$ cat src/rtl/leaf_sched_pkg.sv
// Shared types and constants for the leaf router crossbar scheduler.
// Requester and output-port indices share one numbering: 0 = GPU, 1..4 = spines.
package leaf_sched_pkg;

    typedef enum logic [1:0] {
        ST_IDLE = 2'd0,
        ST_LOCK = 2'd1,
        ST_XFER = 2'd2
    } state_t;

    localparam int NUM_REQ = 5;
    localparam int DEST_W  = 6;

    localparam logic [2:0] REQ_GPU    = 3'd0;
    localparam logic [2:0] REQ_SPINE1 = 3'd1;
    localparam logic [2:0] REQ_SPINE2 = 3'd2;
    localparam logic [2:0] REQ_SPINE3 = 3'd3;
    localparam logic [2:0] REQ_SPINE4 = 3'd4;

    localparam logic [1:0] DIR_IDLE = 2'b00;
    localparam logic [1:0] DIR_UP   = 2'b01;
    localparam logic [1:0] DIR_DOWN = 2'b10;
    localparam logic [1:0] DIR_DROP = 2'b11;

    localparam logic [2:0] NONE_GRANT = 3'b111;

    // Reduce a small sum (at most 8 for in-range operands) back into 0..4.
    function automatic logic [2:0] wrap5(input logic [3:0] v);
        if (v >= 4'd5) begin
            return 3'(v - 4'd5);
        end
        return v[2:0];
    endfunction

    function automatic logic [2:0] next_req(input logic [2:0] g);
        return wrap5({1'b0, g} + 4'd1);
    endfunction

endpackage

$ cat src/rtl/leaf_xbar_scheduler_rr_picker5.sv
// Combinational 5-way round-robin picker: first set request at or after ptr,
// wrapping modulo 5. ptr must be in 0..4.
module rr_picker5
    import leaf_sched_pkg::*;
(
    input  logic [4:0] req,
    input  logic [2:0] ptr,
    output logic [4:0] pick,
    output logic [2:0] idx,
    output logic       valid
);

    logic [2:0] pos [NUM_REQ];

    genvar gi;
    generate
        for (gi = 0; gi < NUM_REQ; gi++) begin : g_pos
            assign pos[gi] = wrap5({1'b0, ptr} + 4'(gi));
        end
    endgenerate

    // Scan from farthest to nearest so the nearest set request overwrites.
    always_comb begin
        pick = '0;
        idx  = NONE_GRANT;
        for (int k = NUM_REQ - 1; k >= 0; k--) begin
            if (req[pos[k]]) begin
                pick         = '0;
                pick[pos[k]] = 1'b1;
                idx          = pos[k];
            end
        end
    end

    assign valid = |req;

endmodule

$ cat src/rtl/leaf_xbar_scheduler.sv
// Packet-level round-robin scheduler for the leaf crossbar: locks one requester
// for a fixed-length packet, routes it from its destination and paces beats.
module leaf_xbar_scheduler
    import leaf_sched_pkg::*;
#(
    parameter logic [3:0] GROUP_ID = 4'b0110,
    parameter int         PKT_LEN  = 4,
    parameter int         TIMEOUT  = 16
) (
    input  logic        clk,
    input  logic        reset,
    input  logic        arb_enable,
    input  logic [4:0]  req_valid,
    input  logic [29:0] req_dest,
    input  logic [4:0]  dst_ready,
    output logic [4:0]  req_ready,
    output logic [4:0]  grant,
    output logic [4:0]  out_sel,
    output logic [2:0]  current_grant,
    output logic [1:0]  direction,
    output logic        busy,
    output logic        drop_pulse,
    output logic        timeout_pulse
);

    localparam int BEAT_W  = $clog2(PKT_LEN + 1);
    localparam int STALL_W = $clog2(TIMEOUT + 1);

    state_t             state_reg;
    logic [2:0]         rr_ptr_reg;
    logic [BEAT_W-1:0]  beat_cnt_reg;
    logic [STALL_W-1:0] stall_reg;
    logic [4:0]         grant_reg;
    logic [4:0]         out_sel_reg;
    logic [2:0]         current_grant_reg;
    logic [1:0]         direction_reg;
    logic               drop_pulse_reg;
    logic               timeout_pulse_reg;

    logic [4:0]          pick_onehot;
    logic [2:0]          pick_idx;
    logic                pick_valid;
    logic [DEST_W-1:0]   sel_dest;
    logic [4:0]          route_sel;
    logic [1:0]          route_dir;
    logic                is_drop;
    logic                dst_ok;
    logic                accept;
    logic [BEAT_W-1:0]   beat_inc;
    logic [STALL_W-1:0]  stall_inc;
    logic                last_beat;
    logic                stall_limit;

    rr_picker5 u_picker (
        .req   (req_valid),
        .ptr   (rr_ptr_reg),
        .pick  (pick_onehot),
        .idx   (pick_idx),
        .valid (pick_valid)
    );

    // Route the candidate chosen this cycle; only registered when a grant is taken.
    always_comb begin
        sel_dest  = '0;
        route_sel = '0;
        route_dir = DIR_DROP;
        for (int i = 0; i < NUM_REQ; i++) begin
            if (pick_onehot[i]) begin
                sel_dest = req_dest[DEST_W*i +: DEST_W];
            end
        end
        if (pick_onehot[REQ_GPU]) begin
            route_sel = 5'b00001 << ({1'b0, sel_dest[1:0]} + 3'd1);
            route_dir = DIR_UP;
        end else if (sel_dest[5:2] == GROUP_ID) begin
            route_sel = 5'b00001;
            route_dir = DIR_DOWN;
        end
    end

    // A dropped packet is sunk regardless of output readiness.
    always_comb begin
        is_drop   = (direction_reg == DIR_DROP);
        dst_ok    = |(dst_ready & out_sel_reg);
        req_ready = '0;
        if (state_reg == ST_XFER && (dst_ok || is_drop)) begin
            req_ready = req_valid & grant_reg;
        end
        accept      = |req_ready;
        beat_inc    = beat_cnt_reg + BEAT_W'(1);
        stall_inc   = stall_reg + STALL_W'(1);
        last_beat   = accept && (beat_inc == BEAT_W'(PKT_LEN));
        stall_limit = !accept && (stall_inc == STALL_W'(TIMEOUT));
    end

    always_ff @(posedge clk or posedge reset) begin
        if (reset) begin
            state_reg         <= ST_IDLE;
            rr_ptr_reg        <= '0;
            beat_cnt_reg      <= '0;
            stall_reg         <= '0;
            grant_reg         <= '0;
            out_sel_reg       <= '0;
            current_grant_reg <= NONE_GRANT;
            direction_reg     <= DIR_IDLE;
            drop_pulse_reg    <= 1'b0;
            timeout_pulse_reg <= 1'b0;
        end else begin
            drop_pulse_reg    <= 1'b0;
            timeout_pulse_reg <= 1'b0;
            case (state_reg)
                ST_IDLE: begin
                    if (arb_enable && pick_valid) begin
                        state_reg         <= ST_LOCK;
                        grant_reg         <= pick_onehot;
                        current_grant_reg <= pick_idx;
                        out_sel_reg       <= route_sel;
                        direction_reg     <= route_dir;
                        beat_cnt_reg      <= '0;
                        stall_reg         <= '0;
                    end
                end
                ST_LOCK: begin
                    state_reg <= ST_XFER;
                end
                ST_XFER: begin
                    // An accepted beat clears the stall path, so last_beat and
                    // stall_limit can never fire together.
                    if (last_beat || stall_limit) begin
                        state_reg         <= ST_IDLE;
                        rr_ptr_reg        <= next_req(current_grant_reg);
                        grant_reg         <= '0;
                        out_sel_reg       <= '0;
                        current_grant_reg <= NONE_GRANT;
                        direction_reg     <= DIR_IDLE;
                        beat_cnt_reg      <= '0;
                        stall_reg         <= '0;
                        drop_pulse_reg    <= last_beat && is_drop;
                        timeout_pulse_reg <= stall_limit;
                    end else if (accept) begin
                        beat_cnt_reg <= beat_inc;
                        stall_reg    <= '0;
                    end else begin
                        stall_reg <= stall_inc;
                    end
                end
                default: begin
                    state_reg <= ST_IDLE;
                end
            endcase
        end
    end

    assign grant         = grant_reg;
    assign out_sel       = out_sel_reg;
    assign current_grant = current_grant_reg;
    assign direction     = direction_reg;
    assign busy          = (state_reg != ST_IDLE);
    assign drop_pulse    = drop_pulse_reg;
    assign timeout_pulse = timeout_pulse_reg;

endmodule

$ cat config.mk
export PLATFORM = sky130hd
export DESIGN_NAME = leaf_xbar_scheduler
export DESIGN_NICKNAME = d
export VERILOG_FILES = /design/src/rtl/leaf_sched_pkg.sv /design/src/rtl/leaf_xbar_scheduler_rr_picker5.sv /design/src/rtl/leaf_xbar_scheduler.sv
export SDC_FILE = /design/constraint.sdc
export NUM_CORES = 1
export LEC_CHECK = 0
export ABC_CLOCK_PERIOD_IN_PS = 9450
export CAP_MARGIN = 5
export CORE_UTILIZATION = 56
export DETAILED_ROUTE_END_ITERATION = 8
export GPL_ROUTABILITY_DRIVEN = 0
export PLACE_DENSITY = 0.91
export REMOVE_ABC_BUFFERS = 1
export SYNTH_ARGS = -nofsm -noshare
export SYNTH_HDL_FRONTEND = slang
export SYNTH_SLANG_ARGS = --single-unit
$ cat constraint.sdc
create_clock -name clk -period 9.45 [get_ports clk]
set_input_delay 2.835 -clock clk [delete_from_list [all_inputs] [get_ports clk]]
set_output_delay 2.835 -clock clk [all_outputs]
set_load 0.05 [all_outputs]
# --- Yosys cells after proc, flatten, opt, wreduce, memory -nomap -nowiden ---
# Cells that the tools add are included.
classes:
  addsub: 14
  mul: 0
  n_reduce_logical: 24
  bitwise: 2
  div_mod_pow: 0
  n_lt_le_gt_ge: 16
  eq_ne: 9
  shift: 1
  mux: 85
ops:
  columns: ["operator", "n"]
  rows:
  - ["$mux W3", 22]
  - ["$mux W5", 13]
  - ["$mux W6", 5]
  - ["$pmux W5 S2", 3]
  - ["$mux W1", 24]
  - ["$ge A4 B3 Y1 const B", 5]
  - ["$lt A3 B4 Y1 const B", 5]
  - ["$sub A3 B3 Y3 const B", 6]
  - ["$bmux W1 S3", 5]
  - ["$demux W1 S3", 5]
  - ["$ge A3 B1 Y1 const B", 5]
  - ["$reduce_or A5 Y1", 3]
  - ["$pmux W3 S2", 2]
  - ["$and A5 B5 Y5", 2]
  - ["$logic_and A1 B1 Y1", 10]
  - ["$add A3 B1 Y4 const B", 2]
  - ["$add A3 B2 Y4 const B", 2]
  - ["$mux W2", 4]
  - ["$pmux W2 S3", 1]
  - ["$reduce_and A2 Y1", 3]
  - ["$reduce_and A3 Y1", 2]
  - ["$add A5 B1 Y5 const B", 1]
  - ["$eq A5 B5 Y1 const B", 1]
  - ["$shl A1 B3 Y5 const A", 1]
  - ["other kinds (16)", 19]
word_totals:
  ff_bits: 30
  ramBits: 0
  in_bits: 43
  latch_bits: 0
  mem_count: 0
  mem_bits_ro: 0
  output_inout_bits: 23

# --- Longest topological paths before layout ---
logic_depth:
  depth_word: 23
  depth_mapped: 17
  depth_no_buf: 14

# --- Cells and area by module ---
# Synthesis repeated with hierarchy kept, for this count alone.
unflattened:
  cells_unflattened: 401
  hier_area_um2: 3345.7
by_module_without_submodules:
  columns: ["module", "cells_each", "seq_area_each_um2", "area_per_inst_um2", "instances"]
  rows:
  - ["leaf_xbar_scheduler", 187, 754.5, 1751.7, 1]
  - ["rr_picker5", 214, 0.0, 1594.0, 1]

# --- Worst setup path after synthesis ---
# OpenSTA, ideal clock, no wires.
synth_path:
  path_type: "input to output"
  from: "in req_valid[0]"
  to: "out req_ready[0]"
  t_arrival_ns: 3.851
  slack_ns: 2.764
  t_required_ns: 6.615
  path_buffers: 1
  stages: 3
  cell_sequence: "clkbuf_1 nand2_1 nor2_1"
synth_via:
  elab_chain_cells: 2
synth_rtl:
  columns: ["element", "line", "source"]
  rows:
  - ["start: declaration", "leaf_xbar_scheduler.sv:13", "input logic [4:0] req_valid,"]
  - ["$and A5 B5 Y5", "leaf_xbar_scheduler.sv:87", "req_ready = req_valid & grant_reg;"]
  - ["$mux W5", "leaf_xbar_scheduler.sv:86", "if (state_reg == ST_XFER && (dst_ok || is_drop)) begin"]
  - ["end: declaration", "leaf_xbar_scheduler.sv:16", "output logic [4:0] req_ready,"]
# Every way passes these cells.

# --- Worst setup path after layout ---
# Ends and elaborated chain as after synthesis.

==> impl_metrics.yaml <==
timing:
  fin_hold_ws_ps: 480.7
  fin_ws_ps: 1877
  fin_worst_skew_ps: 5.108
  hold_viol_final: 0
  finalSetupViolCount: 0
  slew_violations: 0
  fin_crit_ps: 7573
  layout_worst_path_cycle_share_pct: 80.14
  rsz0062_at_grt: "false"
  fin_setup_tns_ps: 0
  fmax_mhz: 132.0
  maxSlewHeadroom_pct: 23.67
  worstMarginPinSlew_ps: 1144
synthesis:
  synth_common_cells: "49 x nand2_1, 36 x nor2_1, 27 x dfrtp_1, 23 x a21oi_1, 22 x o21ai_0"
  synthArstFlopShare_pct: 100.0
  ys_seq_area_share_pct: 23.02
  synth_top_area_cell: "dfrtp_1"
  yosysMostFrequentCell: "nand2_1"
  synth-main-ff-cell: "dfrtp_1"
  synth_cell_types: 86
  yosys_warnings: 0
  synth-seq-cells: 30
  synth_area_leaders: "dfrtp_1 21%, nand2_1 5.6%, ha_1 5.3%, nor2_1 4.1%, mux2i_1 4.0%"
  syn-cell-area_um2: 3277
  synth_top_area_share_pct: 20.62
  syn_area_per_cell_um2: 8.071
  synth-edff-count: 0
  syn_inst: 406
setup_path:
  critPathArrivalTime_ps: 4740
  crit_type: "input port to output pin"
  required_ps: 6620
  cp-end-kind: "output pin"
  startpoint_type: "input port"
  crit_path_max_fanout: 11
power:
  seqPwrFrac_pct: 28.5
  pwr-share-comb_pct: 57.1
  switchingPower_mw: 0.3573
  irDropWorstVdd_mv: 0.1931
  clkPwrFrac_pct: 14.5
  p_leak_nw: 1.645
  power_density_nw_per_um2: 186.3
  p_int_mw: 0.3896
  swShare_pct: 47.84
global_route:
  grt_pass1_wl_um: 15120
  use_met1_pct: 41.28
  grt_start_max_net_pins: 35
  grt_overflow: 0
  antenna_found_initial: 1
  grt_pass1_vias: 3206
  track_usage_pct: 31.09
  grt_use_met2_pct: 49.12
  busiest_layer: "met2"
  use_met3_pct: 8.023
floorplan:
  die_w_um: 78.50
  core_um2: 5574
  rows: 27
  initial_core_util_pct: 58.79
  die_area_um2: 6161
  io_pins: 66
  die_h_um: 78.50
clock_network:
  path_clk_slew_ps: 70
  hold_buffers: 0
  cts_root_buf: "clkbuf_8"
  clk_path_buf_depth: 2
  cts_resized: 0
  cts_buffers: 5
  clock_latency_ps: 290
  post-cts-setup-buffers: 0
  clock_sinks: 30
  h-tree-depth: 2
  cts_tree: "built"
drt:
  wl_per_cell_um: 17.57
  drt_iter0_drc: 504
  vias: 3524
  drc_errors: 0
  drtAntennaViolNets: 0
  wl_um: 9331
  viasPerCell: 6.637
  first_pass_iters: 5
finish:
  syn2layout_area_growth_pct: 22.34
  final_nets: 516
  final_cells: 531
  multi_input_area_um2: 2345
  seq_area_um2: 754.5
  diodes: 0
  drive_gt1_share_pct: 8.715
  nFillCells: 441
run:
  max_cap_viol_count: 0
place:
  io_buffers: 65
  dp.cells: 523
  hpwl_um: 7150
  pre_cts_ws_ps: 1914
outcome:
  status: "completed"
min_path:
  hold_path.class: "flop to flop"
-- area by class of cell --
| type | count | area share, % |
|---|---|---|
| multi-input cells | 336 | 58.49 |
| clock buffers | 8 | 2.247 |
| inverters | 19 | 1.779 |
| well taps | 72 | 2.247 |
| repair buffers | 66 | 16.42 |
| flip-flops and latches | 30 | 18.82 |
-- stage by stage --
step | cell area, um^2 | power (mW) | utilization (%)
global placement | 3919 | 0.6195 | 70.30
global route | 4009 | 0.7893 | 71.92
finish | 4009 | 0.7470 | 71.92
detailed placement | 3919 | 0.6322 | 70.30
floorplan | 3171 | 0.4978 | -
CTS | 4009 | 0.7414 | 71.92
-- worst max-delay path: stages --
cell	delay (ps)
clkdlybuf4s50_1	760
nand2_1	160
nor2_1	140
clkdlybuf4s50_1	840
-- per-layer routing --
| metal | vias to the layer above | part of all wire (%) |
|---|---|---|
| met1 | 1642 | 42 |
| met3 | 22 | 9.3 |
| met5 | - | 0.14 |
| li1 | 1634 | - |
| met2 | 224 | 47 |
| met4 | 2 | 2.0 |
-- power groups by stage --
stage | Clock (mW) | Sequential, mW | Combinational [mW]
finish | 0.108 | 0.213 | 0.426
global route | 0.116 | 0.218 | 0.455
CTS | 0.108 | 0.211 | 0.422
detailed placement | 0 | 0.213 | 0.419
global placement | 0 | 0.212 | 0.408
floorplan | 0 | 0.292 | 0.206
-- cells in the final DEF, fill, tap and decap left out, drive strengths merged, types with 5 or more instances in the layout --
| cell | n |
|---|---|
| o22ai | 5 |
| mux2i | 14 |
| a211oi | 9 |
| clkbuf | 8 |
| nand3 | 10 |
| a21o | 8 |
| ha | 14 |
| dfrtp | 27 |
| inv | 19 |
| o31ai | 5 |
| nand2 | 50 |
| o211ai | 5 |
| a22oi | 5 |
| nor2 | 37 |
| a21oi | 25 |
| o21ai | 24 |
| nand2b | 11 |
| nor4 | 5 |
| a22o | 6 |
| clkdlybuf4s50 | 65 |
| a32o | 5 |
| a31oi | 8 |
| nor3 | 10 |
-- final timing paths --
| kind | cells past startpoint | endpoint | slack, ps | start |
|---|---|---|---|---|
| setup / recovery | 4 | req_ready[0] | 1880 | req_valid[0] |
| hold / removal | 2 | beat_cnt_reg[2] | 480 | beat_cnt_reg[2] |
| setup reg to reg | 12 | out_sel[1] | 4900 | rr_ptr_reg[1] |
| hold reg to reg | 2 | beat_cnt_reg[2] | 480 | beat_cnt_reg[2] |
| max in group asynchronous | 2 | out_sel[3] | 5620 | reset |
| min in group asynchronous | 2 | stall_reg[4] | 3150 | reset |
-- cells by family after synthesis --
kind of cell / count (synthesis) / share of synthesized area, %
flip-flops: 30 / 23.02
XOR/XNOR: 5 / 1.336
AO/OA/AOI/OAI: 144 / 34.48
adder cells (fa/ha/maj): 15 / 5.957
AND/OR/NAND/NOR: 153 / 22.99
multiplexers: 19 / 6.796
buffers and inverters: 40 / 5.422
(Power assumes the default switching activity.)
